[src/rtl/count_seq_ctrl_if.sv]
// Control/status bundle for count_seq_ctrl.
// The master drives the run controls; the slave (the counter) returns the count and status flags.
interface count_seq_ctrl_if #(
    parameter int WIDTH = 4
);
    logic             start;
    logic [WIDTH-1:0] load_val;
    logic             mode_repeat;
    logic             hold;
    logic             stop;
    logic [WIDTH-1:0] q;
    logic             busy;
    logic             tick;
    logic             done;

    modport master (
        output start, load_val, mode_repeat, hold, stop,
        input  q, busy, tick, done
    );

    modport slave (
        input  start, load_val, mode_repeat, hold, stop,
        output q, busy, tick, done
    );
endinterface

[src/rtl/count_seq_ctrl.sv]
// Run-controlled up-counter with terminal count, optional auto-restart, hold and abort.
// Count and state are registered; tick is combinational off state/q/hold; done decodes the DONE state.
module count_seq_ctrl #(
    parameter int WIDTH = 4
) (
    input  logic            clk,
    input  logic            reset,
    count_seq_ctrl_if.slave io
);
    localparam logic [1:0] IDLE = 2'd0;
    localparam logic [1:0] RUN  = 2'd1;
    localparam logic [1:0] HOLD = 2'd2;
    localparam logic [1:0] DONE = 2'd3;

    logic [1:0]       state_q, state_d;
    logic [WIDTH-1:0] q_q, q_d;
    logic [WIDTH-1:0] limit_q, limit_d;
    logic             rep_q, rep_d;
    logic             tick;

    assign tick = (state_q == RUN) && !io.hold && (q_q == limit_q);

    always_comb begin
        state_d = state_q;
        q_d     = q_q;
        limit_d = limit_q;
        rep_d   = rep_q;
        case (state_q)
            IDLE: begin
                if (io.start) begin
                    q_d = '0;
                    if (io.load_val != '0) begin
                        limit_d = io.load_val;
                        rep_d   = io.mode_repeat;
                        state_d = RUN;
                    end else begin
                        state_d = DONE;
                    end
                end
            end
            RUN: begin
                // stop beats hold beats terminal count beats increment
                if (io.stop) begin
                    q_d     = '0;
                    state_d = IDLE;
                end else if (io.hold) begin
                    state_d = HOLD;
                end else if (tick) begin
                    if (rep_q) begin
                        q_d = '0;
                    end else begin
                        state_d = DONE;
                    end
                end else begin
                    q_d = q_q + {{(WIDTH-1){1'b0}}, 1'b1};
                end
            end
            HOLD: begin
                if (io.stop) begin
                    q_d     = '0;
                    state_d = IDLE;
                end else if (!io.hold) begin
                    state_d = RUN;
                end
            end
            DONE: begin
                if (io.stop) begin
                    q_d = '0;
                end
                state_d = IDLE;
            end
            default: begin
                q_d     = '0;
                state_d = IDLE;
            end
        endcase
    end

    always_ff @(posedge clk or posedge reset) begin
        if (reset) begin
            state_q <= IDLE;
            q_q     <= '0;
            limit_q <= '0;
            rep_q   <= 1'b0;
        end else begin
            state_q <= state_d;
            q_q     <= q_d;
            limit_q <= limit_d;
            rep_q   <= rep_d;
        end
    end

    assign io.q    = q_q;
    assign io.busy = (state_q == RUN) || (state_q == HOLD);
    assign io.done = (state_q == DONE);
    assign io.tick = tick;
endmodule
[src/flat_wrapper.sv]
// flat-port wrapper written by rule: the top's interface ports become plain ports
module count_seq_ctrl_flat 
#(
    parameter int WIDTH = 4
)
  (clk, reset, io_start, io_load_val, io_mode_repeat, io_hold, io_stop, io_q, io_busy, io_tick, io_done);
  count_seq_ctrl_if #(.WIDTH(WIDTH)) io_i ();
  input  logic clk;
  input  logic reset;
  input wire logic [$bits(io_i.start)-1:0] io_start;
  input wire logic [$bits(io_i.load_val)-1:0] io_load_val;
  input wire logic [$bits(io_i.mode_repeat)-1:0] io_mode_repeat;
  input wire logic [$bits(io_i.hold)-1:0] io_hold;
  input wire logic [$bits(io_i.stop)-1:0] io_stop;
  output wire logic [$bits(io_i.q)-1:0] io_q;
  output wire logic [$bits(io_i.busy)-1:0] io_busy;
  output wire logic [$bits(io_i.tick)-1:0] io_tick;
  output wire logic [$bits(io_i.done)-1:0] io_done;
  assign io_i.start = io_start;
  assign io_i.load_val = io_load_val;
  assign io_i.mode_repeat = io_mode_repeat;
  assign io_i.hold = io_hold;
  assign io_i.stop = io_stop;
  assign io_q = io_i.q;
  assign io_busy = io_i.busy;
  assign io_tick = io_i.tick;
  assign io_done = io_i.done;
  count_seq_ctrl #(.WIDTH(WIDTH)) u_core (.clk(clk), .reset(reset), .io(io_i));
endmodule
[config.mk]
export PLATFORM = sky130hd
export DESIGN_NAME = count_seq_ctrl_flat
export DESIGN_NICKNAME = d
export VERILOG_FILES = /design/src/rtl/count_seq_ctrl_if.sv /design/src/rtl/count_seq_ctrl.sv /design/src/flat_wrapper.sv
export SDC_FILE = /design/constraint.sdc
export NUM_CORES = 1
export LEC_CHECK = 0
export CELL_PAD_IN_SITES_DETAIL_PLACEMENT = 0
export CELL_PAD_IN_SITES_GLOBAL_PLACEMENT = 1
export CORE_AREA = 2 2 48 50
export DETAILED_ROUTE_END_ITERATION = 8
export DIE_AREA = 0 0 50 52
export HOLD_SLACK_MARGIN = 0.1
export PLACE_DENSITY = 0.75
export SYNTH_ARGS = -nofsm -noshare
export SYNTH_HDL_FRONTEND = slang
export SYNTH_SLANG_ARGS = --single-unit
[constraint.sdc]
create_clock -name clk -period 2.17 [get_ports clk]
set_input_delay 0.434 -clock clk [delete_from_list [all_inputs] [get_ports clk]]
set_output_delay 0.434 -clock clk [all_outputs]
set_load 0.01 [all_outputs]
=== Word level (Yosys, flattened, before mapping) ===
Cells that the tools add are included.

* Bits in registers: 11
* Output and inout port bits: 7
* Input bits: 10
* Logic and storage cells: 42

* Muxes and demuxes: 16
* Add/subtract/negate cells: 1
* Eq/ne operators: 11
* Reduce and logical (&&, ||, !) cells: 10

{| class="wikitable"
|+ Operators with widths
! operator !! count
|-
| 2-to-1 mux 4 bit || 6
|-
| 2-to-1 mux 2 bit || 8
|-
| case mux 4 bit (3 select lines) || 1
|-
| inequality test 4 bit, second input constant || 2
|-
| case mux 2 bit (4 select lines) || 1
|-
| AND reduction 4 bit || 2
|-
| inequality test 3 bit, second input constant || 2
|-
| adder 4 x 1 -> 4 bit, second input constant || 1
|-
| == test 2 bit, second input constant || 2
|-
| == test 4 bit || 1
|-
| inequality test 4 x 3 -> 1 bit, second input constant || 1
|-
| nonzero test 4 bit || 1
|-
| AND reduction 3 bit || 1
|-
| == test 2 x 1 -> 1 bit, second input constant || 1
|-
| logical AND 1 bit || 2
|-
| zero test 2 bit || 1
|-
| inequality test 2 x 1 -> 1 bit, second input constant || 1
|-
| inequality test 2 bit, second input constant || 1
|-
| OR reduction 2 bit || 1
|-
| zero test 1 bit || 1
|-
| logical OR 1 bit || 1
|}

=== Longest topological paths before layout ===
* Depth in word-level cells: 7
* Depth in mapped cells: 7
* Depth with buffers taken out: 7

=== Worst setup path after synthesis ===
Ideal clock, no wire load.

* Kind: input port to flip-flop
* Start: input io_load_val[2]
* End: register u_core.limit_q[0]
* Stages: 4
* Required time: 2.045 ns
* Setup slack: 0.480 ns
* Path buffers: 1
* Arrival time: 1.565 ns
* Library setup time: 0.125 ns
* Cell sequence: or4_1 -> and3_1 -> buf_6 -> mux2_4

* Word-level cells in the longest chain between the ends: 2

{| class="wikitable"
|+ Ends and longest elaborated chain
! item !! line !! text
|-
| from (decl) || flat_wrapper.sv:11 || <nowiki>input wire logic [$bits(io_i.load_val)-1:0] io_load_val;</nowiki>
|-
| nonzero test 4 bit || count_seq_ctrl.sv:32 || <nowiki>if (io.load_val != '0) begin</nowiki>
|-
| AND reduction 3 bit (no source line) || n/a ||
|-
| to (signal assigned) || count_seq_ctrl.sv:88 || <nowiki>limit_q <= limit_d;</nowiki>
|-
| to (decl) || count_seq_ctrl.sv:17 || <nowiki>logic [WIDTH-1:0] limit_q, limit_d;</nowiki>
|}

No other way between the ends.
A chain may end at the register's enable or synchronous reset.

=== Final worst setup path ===
* Start: register u_core.state_q[1]
* End: output io_busy

* Word-level cells in the longest chain between the ends: 2
* Elaborated cells on any way between the ends: 3
* Those cells by class: 2 x eq/ne; 1 x reduce/logical

{| class="wikitable"
|+ Ends and longest elaborated chain
! item !! line !! text
|-
| from (decl) || count_seq_ctrl.sv:15 || <nowiki>logic [1:0] state_q, state_d;</nowiki>
|-
| from (signal assigned) || count_seq_ctrl.sv:86 || <nowiki>state_q <= state_d;</nowiki>
|-
| == test 2 x 1 -> 1 bit or == test 2 bit (tied branches) || count_seq_ctrl.sv:94 || <nowiki>assign io.busy = (state_q == RUN) || (state_q == HOLD);</nowiki>
|-
| logical OR 1 bit (*) || count_seq_ctrl.sv:94 ||
|-
| to (decl) || flat_wrapper.sv:16 || <nowiki>output wire logic [$bits(io_i.busy)-1:0] io_busy;</nowiki>
|}

Every way passes the cells marked *; elsewhere a longest branch is shown, timed or not.

==> summary.md <==
| Metric | Value |
|---|---|
| Slowest stage delay, CP | `0.52 ns` |
| Layout cells sized above 1 | `0.1573` |
| FILL cells | `210` |
| DPL Wire Length | `1.139 mm` |
| Port bufs | `16` |
| Synth Net Count | `84` |
| CP max stage cell | `clkdlybuf4s50_1` |
| Register area | `276.5 sq um` |
| Highest net fanout along the worst path | `4` |
| Fin. max-slew vios | `0` |
| DP Cell Count | `113` |
| First-pass GRT wire length | `2.373 mm` |
| Warnings from Yosys | `0` |
| Num rows | `17` |
| H-tree Lvls | `1` |
| Worst-Margin Slew | `0.4218 ns` |
| Seq/Total Area, Yosys | `0.3894` |
| Critical Path Start Type | `register` |
| RSZ-0062 raised after global routing | `no` |
| Cell taking the most area after synthesis | `dfrtp_1` |
| Status | `complete, no violations` |
| Fin Hold WS | `0.4583 ns` |
| Buf+Inv Stages, Crit Path | `2` |
| Setup Crit Path Kind | `register to primary output` |
| Post-DRT Antenna Nets | `0` |
| Worst min path class | `input pin to asynchronous set/reset pin` |
| Fin crit period | `1.977 ns` |
| Setup TNS | `0 ns` |
| DR vias | `552` |
| Initial core utilization | `0.3357` |
| Routed length per instance | `12.16 microns` |
| Post-layout nets | `106` |
| Top Ports | `17` |
| Family with the most delay on the worst path | `buffers and inverters` |
| Synth-to-Final Area Change | `32.39%` |
| Postcts setup bufs | `0` |
| Largest net degree at the start of global routing | `12` |
| Max cap viols | `0` |
| Initial antenna violation count | `0` |
| GP Congestion | `0.7581` |
| Cell Count, Final, Fillers Out | `117` |
| Number of global-route vias before repair | `577` |
| Endpoint class of the critical path | `primary output` |
| Skew-Pair Late Insertion Delay | `0.26 ns` |
| PwrDens | `1055 nW/um^2` |
| Post-CTS sizing | `0` |
| CTS sink count | `11` |
| Distinct cells, synth | `26` |
| 1st-iter DRT viols | `10` |
| Multi-input logic area | `401.6 sq um` |
| Final instance area | `935.9 sq um` |
| Total CTS buffers | `3` |
| Total grt overflow | `0` |
| GRT Util Overall | `0.1220` |
| Final setup fails | `0` |
| Root buffer cell | `clkbuf_4` |
| Worst Skew | `0.003307 ns` |
| Leading post-synthesis cells by cell area | `dfrtp_1 39%, ha_1 11%, mux2_4 11%, xnor2_1 5.0%, inv_1 2.7%` |
| Max IR drop VDD | `372.4 uV` |
| Longest Clk Path Bufs | `2` |
| Final hold violation count | `0` |
| Cell breakdown of the critical path | `inv_1 -> ha_1 -> clkdlybuf4s50_1` |
| Required time worst endpoint | `1.74 ns` |
| Chip width | `50 microns` |
| Syn avg cell area | `10.40 sq um` |
| Post-CTS Hold Fix Bufs | `0` |
| Synth top area share | `0.3894` |
| Placeable Area | `2106 sq um` |
| Rel. slew slack | `0.7185` |
| CP arrival | `1.54 ns` |
| FF+latch count, synth | `11` |
| DRT Pass-1 Iters | `3` |
| Die H | `52 microns` |
| Die Area | `2600 sq um` |
| Mapped Cells | `68` |
| F_max | `505.9 MHz` |
| Post-Route WL | `1.423 mm` |
| Synthesized area | `706.9 sq um` |
| Final Core Density | `0.4444` |
| N_diodes | `0` |
| Worst-path clk slew | `0.07 ns` |
| DR vias/cell | `4.718` |
| Pleak | `0.4410 nW` |
| Placed Area | `905.9 sq um` |
| CTS tree | `yes` |
| Tcrit/Tclk final | `0.9109` |
| DRC | `0` |
cells by family (layout without fill, tap and decap cells):
| group | after synthesis | in the layout | share of synthesized area |
|---|---|---|---|
| simple gates | 23 | 23 | 0.1682 |
| compound gates | 12 | 12 | 0.1221 |
| flops | 11 | 11 | 0.3894 |
| fa+ha+maj | 6 | 6 | 0.1062 |
| mux | 6 | 6 | 0.1221 |
| buf+inv | 6 | 27 | 0.04248 |
| xor+xnor | 4 | 4 | 0.04955 |
state kept, by name, indices dropped and copies added, names as in the netlist:
| signal | flops |
|---|---|
| u_core.state_q | 2 |
| u_core.rep_q | 1 |
| u_core.io.q | 4 |
| u_core.limit_q | 4 |
power breakdown:
part	internal, mW	switching [mW]	leakage, nW	total [mW]
Clock	0.0710	0.0670	0.0150	0.138
Combinational	0.281	0.215	0.288	0.496
Sequential	0.282	0.0717	0.137	0.353
Total	0.634	0.353	0.441	0.987
worst paths after layout:
kind | start | end | slack, ns | cells after the start
setup / recovery | u_core.state_q[1] | io_busy | 0.19 | 3
hold reg to reg | u_core.limit_q[2] | u_core.limit_q[2] | 0.54 | 1
hold / removal | reset | u_core.rep_q | 0.46 | 2
max in group asynchronous | reset | u_core.io.q[0] | 1.40 | 2
min in group clk | u_core.limit_q[2] | u_core.limit_q[2] | 0.54 | 1
setup reg to reg | u_core.state_q[1] | u_core.io.q[3] | 0.36 | 7
cell type report:
type	count	area share
Tap cell	28	0.03743
Timing Repair Buffer	18	0.1898
Clock buffer	4	0.02807
Multi-Input combinational cell	51	0.4291
Sequential cell	11	0.2955
Inverter	5	0.02005
worst register-to-register path, cell delays in order (launching register included):
cell and delay [ns]:
dfrtp_1 0.42, inv_1 0.11, ha_1 0.17, nor2b_1 0.28, nand2b_1 0.11, o211ai_2 0.28, nor4_1 0.10, a211o_1 0.23
cells in the mapped netlist:
cell type	n
a211o_1	1
a21oi_1	2
nor2_1	5
nor2b_1	3
nand2_1	5
o21ba_2	1
mux2_2	1
o21ai_0	2
dfrtp_1	11
buf_6	1
nor3b_1	1
nand3_1	2
o21bai_1	1
o211ai_2	1
a21o_1	2
mux2_4	5
inv_1	5
o31ai_1	1
nand4_1	1
nor4_1	2
nand2b_1	2
xnor2_1	4
ha_1	6
o21ai_1	1
and3_1	1
or4_1	1
routing by layer:
layer	share of wire	global-route usage
met5	0	0
met1	0.45	0.1355
met2	0.52	0.2281
met4	0.013	0.06944
met3	0.015	0.008621
placed cells by master (no fill, tap or decap), drive strengths merged, types with 4 or more instances in the layout:
cell	n
nand2	5
xnor2	4
dfrtp	11
ha	6
mux2	6
clkdlybuf4s50	15
clkbuf	4
nor2	5
inv	5
through the flow:
step / power (mW) / setup WS [ns]
final: 0.9874 / 0.1933
after floorplan: 0.7012 / 0.4801
after global placement: 0.8447 / 0.04850
after detailed placement: 0.8585 / 0.02519
after global routing: 1.068 / 0.1059
after CTS: 1.009 / 0.02417
Note: power is estimated with default switching activity, not from simulation.
